## src/rtl/divider.sv

```systemverilog
// divider: unsigned sequential restoring divider, one quotient bit per clock.
// Result is {remainder, quotient}; a zero divisor yields {dividend, all ones} with div_zero set.
module divider #(
   parameter int WIDTH = 32
) (
   input  logic               clk,
   input  logic               reset,
   input  logic               Divu,
   input  logic [WIDTH-1:0]   dataA,
   input  logic [WIDTH-1:0]   dataB,
   output logic [2*WIDTH-1:0] dataOut,
   output logic               busy,
   output logic               done,
   output logic               div_zero
);
   localparam int CW = $clog2(WIDTH + 1);
   localparam logic [CW-1:0] LAST = CW'(WIDTH - 1);
   typedef enum logic {IDLE, RUN} state_t;
   state_t           state;
   logic [WIDTH-1:0] d, q, q_next;
   logic [WIDTH:0]   r, t, r_next;
   logic [CW-1:0]    count;
   logic             zflag, ge;
   // With d == 0 every step subtracts nothing, so r ends as the dividend and q as all ones.
   always_comb begin
      t      = {r[WIDTH-1:0], q[WIDTH-1]};
      ge     = t >= {1'b0, d};
      r_next = ge ? t - {1'b0, d} : t;
      q_next = {q[WIDTH-2:0], ge};
   end
   always_ff @(posedge clk) begin
      if (reset) begin
         state    <= IDLE;
         d        <= '0;
         q        <= '0;
         r        <= '0;
         count    <= '0;
         zflag    <= 1'b0;
         dataOut  <= '0;
         busy     <= 1'b0;
         done     <= 1'b0;
         div_zero <= 1'b0;
      end else begin
         done <= 1'b0;
         if (state == IDLE) begin
            busy <= Divu;
            if (Divu) begin
               state <= RUN;
               d     <= dataB;
               q     <= dataA;
               r     <= '0;
               count <= '0;
               zflag <= dataB == '0;
            end
         end else begin
            r     <= r_next;
            q     <= q_next;
            count <= count + 1'b1;
            if (count == LAST) begin
               state    <= IDLE;
               done     <= 1'b1;
               dataOut  <= {r_next[WIDTH-1:0], q_next};
               div_zero <= zflag;
            end
         end
      end
   end
endmodule

```

## config.mk

```make
export PLATFORM = sky130hd
export DESIGN_NAME = divider
export DESIGN_NICKNAME = d
export VERILOG_FILES = /design/src/rtl/divider.sv
export SDC_FILE = /design/constraint.sdc
export NUM_CORES = 1
export LEC_CHECK = 0
export ABC_AREA = 0
export CAP_MARGIN = 15
export CELL_PAD_IN_SITES_DETAIL_PLACEMENT = 1
export CELL_PAD_IN_SITES_GLOBAL_PLACEMENT = 1
export CORE_MARGIN = 3
export CORE_UTILIZATION = 35
export CTS_CLUSTER_DIAMETER = 80
export DETAILED_ROUTE_END_ITERATION = 10
export GPL_ROUTABILITY_DRIVEN = 0
export PLACE_DENSITY_LB_ADDON = 0.12
export SLEW_MARGIN = 5
export SYNTH_ARGS = -nofsm -noshare
export SYNTH_HDL_FRONTEND = slang
export SYNTH_SLANG_ARGS = --single-unit
```

## constraint.sdc

```tcl
create_clock -name clk -period 3 [get_ports clk]
set_input_delay 0.45 -clock clk [delete_from_list [all_inputs] [get_ports clk]]
set_output_delay 0.45 -clock clk [all_outputs]
set_load 0.05 [all_outputs]
```

After elaboration in Yosys (flattened, before gate mapping)
Index checks and enable logic that the tools add are counted.

$add $sub $neg: 2. Order comparisons: 1. Equality and inequality tests: 1. Muxes and demuxes: 11. Bitwise logic cells: 1. Reductions and logical operators: 5.

Operator list (number): two-way mux 32 bit (5); >= comparator 33 x 32 -> 1 bit (1); zero test 32 bit (1); subtractor 32 bit (1); two-way mux 6 bit (2); adder 6 x 1 -> 6 bit, second input constant (1); == test 6 x 5 -> 1 bit, second input constant (1); two-way mux 1 bit (4); AND reduction 2 bit (2); nonzero test 2 bit (1); OR reduction 2 bit (1); NOT 1 bit (1).

Register bits: 171. Output and inout bits: 67. Logic and storage cells: 31.

Longest topological paths before layout
Gate-level depths: netlist of run 1.

Word-level depth: 3. Gate-level depth with buffers: 14. Gate-level depth less buffers: 13.

Worst setup path before layout of run 1
No wires, ideal clock.

Kind: register to register. Start point: reg q[31]. End point: reg dataOut[60]. Setup time: 0.132 ns. Data arrival time: 2.668 ns. Setup slack: 0.199 ns. Cell stages (with the launch flop): 14. Period minus slack after synthesis: 2.801 ns. Cell sequence: dfxtp_1 -> inv_1 -> ha_1 -> inv_1 -> fa_1 -> a21o_1 -> a221oi_4 -> a2bb2oi_1 -> a31oi_1 -> a221oi_1 -> a21oi_1 -> xor2_1 -> o211ai_1 -> a21oi_1.

Longest elaborated chain between the ends: 2. Elaborated cells between the ends (all ways): 3.

RTL lines: start, declared (line 20) `logic [WIDTH-1:0] d, q, q_next;`; start signal, assigned (line 50) `q <= dataA;`; start signal, assigned (line 57) `q <= q_next;`; subtractor 32 bit / >= comparator 33 x 32 -> 1 bit (equally long branches) (line 28, 27); two-way mux 32 bit (*) (line 28) `r_next = ge ? t - {1'b0, d} : t;`; end signal, assigned (line 62) `dataOut <= {r_next[WIDTH-1:0], q_next};`; end, declared (line 11) `output logic [2*WIDTH-1:0] dataOut,`.

Every way passes the cells marked *; elsewhere a longest branch is shown, timed or not. A chain may end at the register's enable or synchronous reset.

Worst setup path in the final report of run 1
Start point: reg q[31]. End point: reg dataOut[54].

The elaborated chain is that of the path after synthesis.

==> run metrics, run 1 <==
pin count of the biggest net entering global routing between 80 and 90; CP Buf/Inv Count 4; cell taking the most area after synthesis dfxtp_1; worst-margin pin slew just under 1000 ps; Critical Path End Type flip-flop; Gate Count Post-Synth about 1,100; RSZ-0062 raised after global routing yes; most frequent cells in the layout nand2_1 (190), dfxtp_1 (168), a21oi_1 (144); Req. time, crit path 3310 ps; Power, Total approximately 15,000 uW; Pre-antenna DRT Iters 4; Top Family by Delay on Critical Path compound AO/OA/AOI/OAI gates; Max Cap Violations 0; Post-synth ARST share 0%; number of fill cells in the layout about 2,800; initial antenna violation count 0; Hold-fix buffers, CTS 0; core area approximately 24,000 um2; failing checks negative setup slack; Final Hold Fails 0; Leak 0.004309 uW; Tot GR Track Use between 20% and 30%; CP Class reg2reg; crit path max fanout 2; Die Span X 162.6 um; Post-synth EDFFs 0; fin util around 48%; PwrDens 1364 nW/um2; top-level I/O count ~130; library cells used by synthesis 70; top-area cell type share of the netlist area between 30% and 40%; clock-pin slew on the worst setup and hold paths roughly 80 ps; TritonCTS clock tree done; global-route wire length before repair about 43,000 um; Max IR drop VDD between 1 and 1.5 mV; DRC 0; top post-synthesis cells by area dfxtp_1 (40%), a21oi_1 (8.6%), nand2_1 (8.3%); routed len/inst between 15 and 20 um; vias in the first global route approximately 8,300; layout cells sized above 1 12.76%; reg2reg setup slack -10 ps; post-layout net count between 1,000 and 1,500; Slew headroom between 30% and 40%; final critical-path setup slack -13.36 ps; fin crit share 100.4%; die footprint approximately 26,000 um2; critical path, cell by cell inv_2 -> ha_4 -> inv_2 -> fa_2 -> a21o_1 -> a221oi_4 -> buf_4 -> o2bb2ai_4 -> a41oi_2 -> o221ai_2 -> a311oi_2 -> buf_4 -> xnor2_2 -> mux2i_2 -> a211oi_2; vias per std cell slightly above 5; DRT iter0 DRCs between 200 and 250; Sink Count approximately 170; via count of the routed design approximately 8,000; Site Rows 56; # H-tree levels 4; Root Buffer clkbuf_16; register area share after synthesis 39.87%; Max clock buf depth 2; Die H between 150 and 200 um; # placed instances between 1,500 and 2,000; Worst-Skew Late Latency approximately 440 ps; final setup violation count 2; Final ANT Viol Nets 0; register bit total from synthesis approximately 170; input/output buffers about 130; Placed Instance Area 10,500 um2; Worst setup SP type flip-flop; Congestion Overflow GR 0; ys flop type dfxtp_1; status complete, but fails checks; FMAX between 300 and 400 MHz; Arr. time, crit path roughly 3300 ps; # diodes 0; CP peak stage delay 360 ps; design area 11,330 um2; Final Non-Filler Cells roughly 1,600; fin crit period around 3000 ps; Post-DP HPWL about 19,000 um; Final Max Tran Viols 0; master of the slowest instance on the critical path fa_2; CTS buffer count 17; Synthesized Nets ~1,200; DRT Wirelength approximately 26,000 um; Setup Skew ~18 ps; Syn. warnings 0; Worst Hold Class in2reg; Starting Density ~36%; Area Growth Syn to Fin 31.92%; Post-Synthesis Cell Area around 8600 um2; Mapped Avg Cell Area approximately 8.0 um2; most common cell after layout, fill and taps aside nand2_1
## what timing repair did
action                     4_1_cts  5_1_grt
buffers inserted                 1        3
pin swaps                        2       18
setup endpoints to repair        6       47
gates resized for setup          1       37
hold endpoints to repair         0        0
## worst paths after layout
| kind | end | from | cells past startpoint |
|---|---|---|---|
| setup / recovery | dataOut[54]$_SDFFE_PP0P_ | q[31]$_SDFFE_PP0P_ | 15 |
| setup reg to reg | dataOut[54]$_SDFFE_PP0P_ | q[31]$_SDFFE_PP0P_ | 15 |
| hold / removal | dataOut[60]$_SDFFE_PP0P_ | reset | 2 |
| hold reg to reg | dataOut[8]$_SDFFE_PP0P_ | dataOut[8]$_SDFFE_PP0P_ | 2 |
## final cells by class
type	instances	area [um2]	share of cell area (%)
well taps	319	399.1	3.524
clock buffers	18	429.2	3.789
repair buffers	202	1883	16.63
flip-flops and latches	171	3427	30.26
clock inverters	14	172.7	1.525
inverters	41	153.9	1.359
multi-input cells	792	4861	42.92
## power breakdown
part | leakage (uW) | internal (uW) | switching, uW | total [uW]
sequential | 0.00139 | 2520 | 226 | 2750
clock | 0.000290 | 1130 | 1120 | 2250
combinational | 0.00263 | 4810 | 5640 | 10500
## routing by layer
metal | vias up | part of all wire, % | GRT usage, % | routed length (um)
met1 | 3852 | 46 | 25.26 | 12160
met4 | 0 | 0.92 | 4.152 | 242
met5 | - | 0 | 0 | 0
met2 | 101 | 49 | 35.50 | 12850
met3 | 17 | 4.3 | 4.985 | 1122
li1 | 3995 | - | - | -
## cells by family after synthesis
family | Yosys count | synth area share (%)
and+or+nand+nor | 390 | 19.66
AOI/OAI and AO/OA | 303 | 22.46
DFF | 171 | 39.87
buffers and inverters | 115 | 5.756
muxes | 40 | 4.663
adders and majority gates | 34 | 5.042
xor gates and xnor gates | 25 | 2.550
## cells in the mapped netlist, types with 9 or more instances
library cell  instances
nand2_1             190
inv_1                41
nand3_1              12
xnor2_1              15
o21ai_0              48
clkbuf_1             55
nor2b_1               9
xor2_1               10
nor4_1                9
ha_1                 33
a211oi_1             30
a21o_1               15
a21oi_1             148
mux2i_1              40
nand4_1               9
nor2_1              126
dfxtp_1             171
## sequential cells by signal, summed over array words and instances, names as in the netlist
name      flops
dataOut      64
d            32
q            32
r            32
count         6
busy          1
div_zero      1
done          1
state         1
zflag         1
## worst reg2reg max path, stage by stage, from the launching register on
cell       delay (ps)
dfxtp_2           330
inv_2              60
ha_4              120
inv_2              40
fa_2              360
a21o_1            210
a221oi_4          280
buf_4             170
o2bb2ai_4          60
a41oi_2           240
o221ai_2          160
a311oi_2          290
buf_4             190
xnor2_2            80
mux2i_2           210
a211oi_2          100
## per-stage QoR
| step | hold slack (ps) | TNS (ps) | worst slack [ps] |
|---|---|---|---|
| global placement | 442.1 | -5.260 | -5.260 |
| finish | 323.1 | -18.61 | -13.36 |
| global route | 327.7 | -558.8 | -129.7 |
| detailed placement | 448.0 | -662.9 | -156.6 |
| CTS | 308.8 | 0 | 19.00 |
| floorplan | 432.0 | 0 | 199.3 |
(Power assumes the default switching activity.)
==> run 2, diff against run 1 <==
--- a/config.mk
+++ b/config.mk
@@ -19,3 +19,4 @@
 export SYNTH_ARGS = -nofsm -noshare
 export SYNTH_HDL_FRONTEND = slang
 export SYNTH_SLANG_ARGS = --single-unit
+export TNS_END_PERCENT = 20
==> constraint.sdc (replaced) <==
create_clock -name clk -period 3.63 [get_ports clk]
set_input_delay 0.5445 -clock clk [delete_from_list [all_inputs] [get_ports clk]]
set_output_delay 0.5445 -clock clk [all_outputs]
set_load 0.05 [all_outputs]
==> run 2 against run 1 <==
Net effect: the flow now finishes without violations; critical path depth down 2; setup slack better by 370 ps; fmax down 8.1%; power down 29%; cell area down 5.7%; global-route usage down 0.19 points; utilization down 2.7 points; cell count down 3.5%; combinational power down 35%; first-iteration DRC count up 61%; routed wire length down 2.0%; critical endpoint is now dataOut[62]$_SDFFE_PP0P_.
==> run metrics, run 2 (synthesis results as in run 1) <==
Worst setup SP type flip-flop; max reg flops 64 (unchanged); Die Span X 162.6 um (unchanged); design area 10,680 um2 (-5.7%); Starting Density 36.04% (unchanged); DRT iter0 DRCs 400 (+61%); fin util 44.85% (-2.7 points); Placed Instance Area 10,110 um2 (-3.7%); Clk pwr share 16.8% (+2.2 points); Critical Path End Type flip-flop; Setup Skew 15.29 ps (-2.485 ps); Final Max Tran Viols 0 (unchanged); top-level I/O count 134 (unchanged); internal power 5648 uW (-33%); post-layout net count 1,272 (-4.1%); worst-margin pin slew 882.0 ps (-97.44 ps); CP Class reg2reg; Leak 0.003998 uW (-7.2%); critical path, cell by cell inv_1 -> ha_1 -> inv_1 -> fa_1 -> a21o_1 -> a221oi_4 -> o2bb2ai_4 -> a41oi_2 -> o221ai_2 -> a311oi_2 -> o41ai_1 -> mux2i_1 -> a211oi_1; Max Cap Violations 0 (unchanged); Area Growth Syn to Fin 24.44%; Post-DP HPWL 18,200 um (-4.4%); Post-CTS Setup Inserts 0 (-1); vias per std cell 5.130 (+0.28%); Congestion Overflow GR 0 (unchanged); master of the slowest instance on the critical path a221oi_4; Final Hold Fails 0 (unchanged); Root Buffer clkbuf_16; Worst Hold Class reg2reg; TritonCTS clock tree done; final setup violation count 0 (-2); # placed instances 1,471 (-3.2%); Top reg by flops dataOut; crit path max fanout 5 (+3); die footprint 26,450 um2 (unchanged); routed len/inst 17.20 um (+1.5%); sequential power share 20.7% (+2.9 points); most frequent cells in the layout nand2_1 (190), dfxtp_1 (170), a21oi_1 (148); input/output buffers 133 (unchanged); # diodes 0 (unchanged); NetSw 5281 uW (-24%); DRT Wirelength 25,850 um (-2.0%); pin count of the biggest net entering global routing 99 (+11%); Fin Setup TNS 0 ps (+18.61 ps); Max IR drop VDD 0.8260 mV (-33%); Sink Count 171 (unchanged); Pre-antenna DRT Iters 4 (unchanged); Final Non-Filler Cells 1,503 (-3.5%); combinational power share 62.6% (-5.1 points); Tot GR Track Use 20.03% (-0.19 points); fin crit share 90.29% (-10 points); PwrDens 1023 nW/um2 (-25%); core area 23,820 um2 (unchanged); Hold-fix buffers, CTS 0 (unchanged); layout cells sized above 1 6.588% (-6.2 points); FMAX 305.1 MHz (-8.1%); fin crit period 3277 ps (+264.0 ps); # resized after CTS 0 (-1); via count of the routed design 7,710 (-3.2%); most frequent CP cell inv_1; Slew headroom 41.20% (+6.5 points); Req. time, crit path 3940 ps (+630 ps); status complete, no violations; CP peak stage delay 410 ps (+50 ps); Worst-Skew Late Latency 440 ps (about the same); Die H 162.6 um (unchanged); clock-pin slew on the worst setup and hold paths 80 ps (about the same); Site Rows 56 (unchanged); Max clock buf depth 2 (unchanged); initial antenna violation count 2 (+2); Arr. time, crit path 3590 ps (+270 ps); Final ANT Viol Nets 0 (unchanged); most common cell after layout, fill and taps aside nand2_1; DRC 0 (unchanged); # H-tree levels 4 (unchanged); global-route wire length before repair 42,800 um (-1.4%); RSZ-0062 raised after global routing no; switch share 48.32% (+3.1 points); vias in the first global route 8,125 (-2.1%); CTS buffer count 17 (unchanged)
run 2: cell types whose count changed in the layout (fill, tap and decap cells not counted), moves of 3 or more:
cell and delta:
ha_4 -4, a21oi_2 -4, a21oi_1 +4, o21ai_1 -4, o21ai_0 +5, clkinv_8 -4, ha_1 +5, buf_4 -51
clkinvlp_4 +3
run 2: area by class of cell:
class / instances / area (um2)
clock buffer: 19 / 442.9
clock inverter: 13 / 131.4
fill: 2910 / 13140
inverter: 41 / 153.9
multi-input combinational: 792 / 4683
sequential: 171 / 3425
tap: 319 / 399.1
timing repair buffer: 148 / 1449
run 2: final timing paths:
kind	from	endpoint	slack [ps]	cells past startpoint
worst min register to register	dataOut[26]$_SDFFE_PP0P_	dataOut[26]$_SDFFE_PP0P_	460	2
worst min-delay path	dataOut[26]$_SDFFE_PP0P_	dataOut[26]$_SDFFE_PP0P_	460	2
worst max-delay path	q[31]$_SDFFE_PP0P_	dataOut[62]$_SDFFE_PP0P_	350	13
worst max register to register	q[31]$_SDFFE_PP0P_	dataOut[62]$_SDFFE_PP0P_	350	13
run 2: critical path, delay by kind of cell (launching register included):
kind,cells,cell delay (ps)
flip-flops,1,340
adder cells (fa/ha/maj),2,530
multiplexers,1,270
AO/OA/AOI/OAI,8,1880
buffers and inverters,2,120
run 2: routing by layer:
metal / GRT usage (%) / routed length [um] / part of all wire, %
met5: 0 / 18 / 0.070
met4: 4.383 / 272 / 1.1
met3: 5.493 / 1332 / 5.2
met2: 34.53 / 12410 / 48
met1: 25.09 / 11820 / 46
run 2: metrics by stage:
| stage | total power, uW | worst slack [ps] | hold slack (ps) |
|---|---|---|---|
| 4_1_cts | 11020 | 336.8 | 458.4 |
| 6_report | 10930 | 352.6 | 458.8 |
| 2_1_floorplan | 7641 | 829.3 | 432.0 |
| 5_1_grt | 11800 | 156.2 | 480.3 |
| 3_5_place_dp | 9134 | 380.9 | 448.1 |
| 3_3_place_gp | 9069 | 483.9 | 441.3 |
run 2: power groups by stage:
stage	Sequential [uW]	Clock (uW)	Combinational, uW
CTS	2260	1870	6880
detailed placement	2300	0	6840
finish	2260	1830	6840
global route	2290	1960	7550
floorplan	2240	0	5400
global placement	2290	0	6780
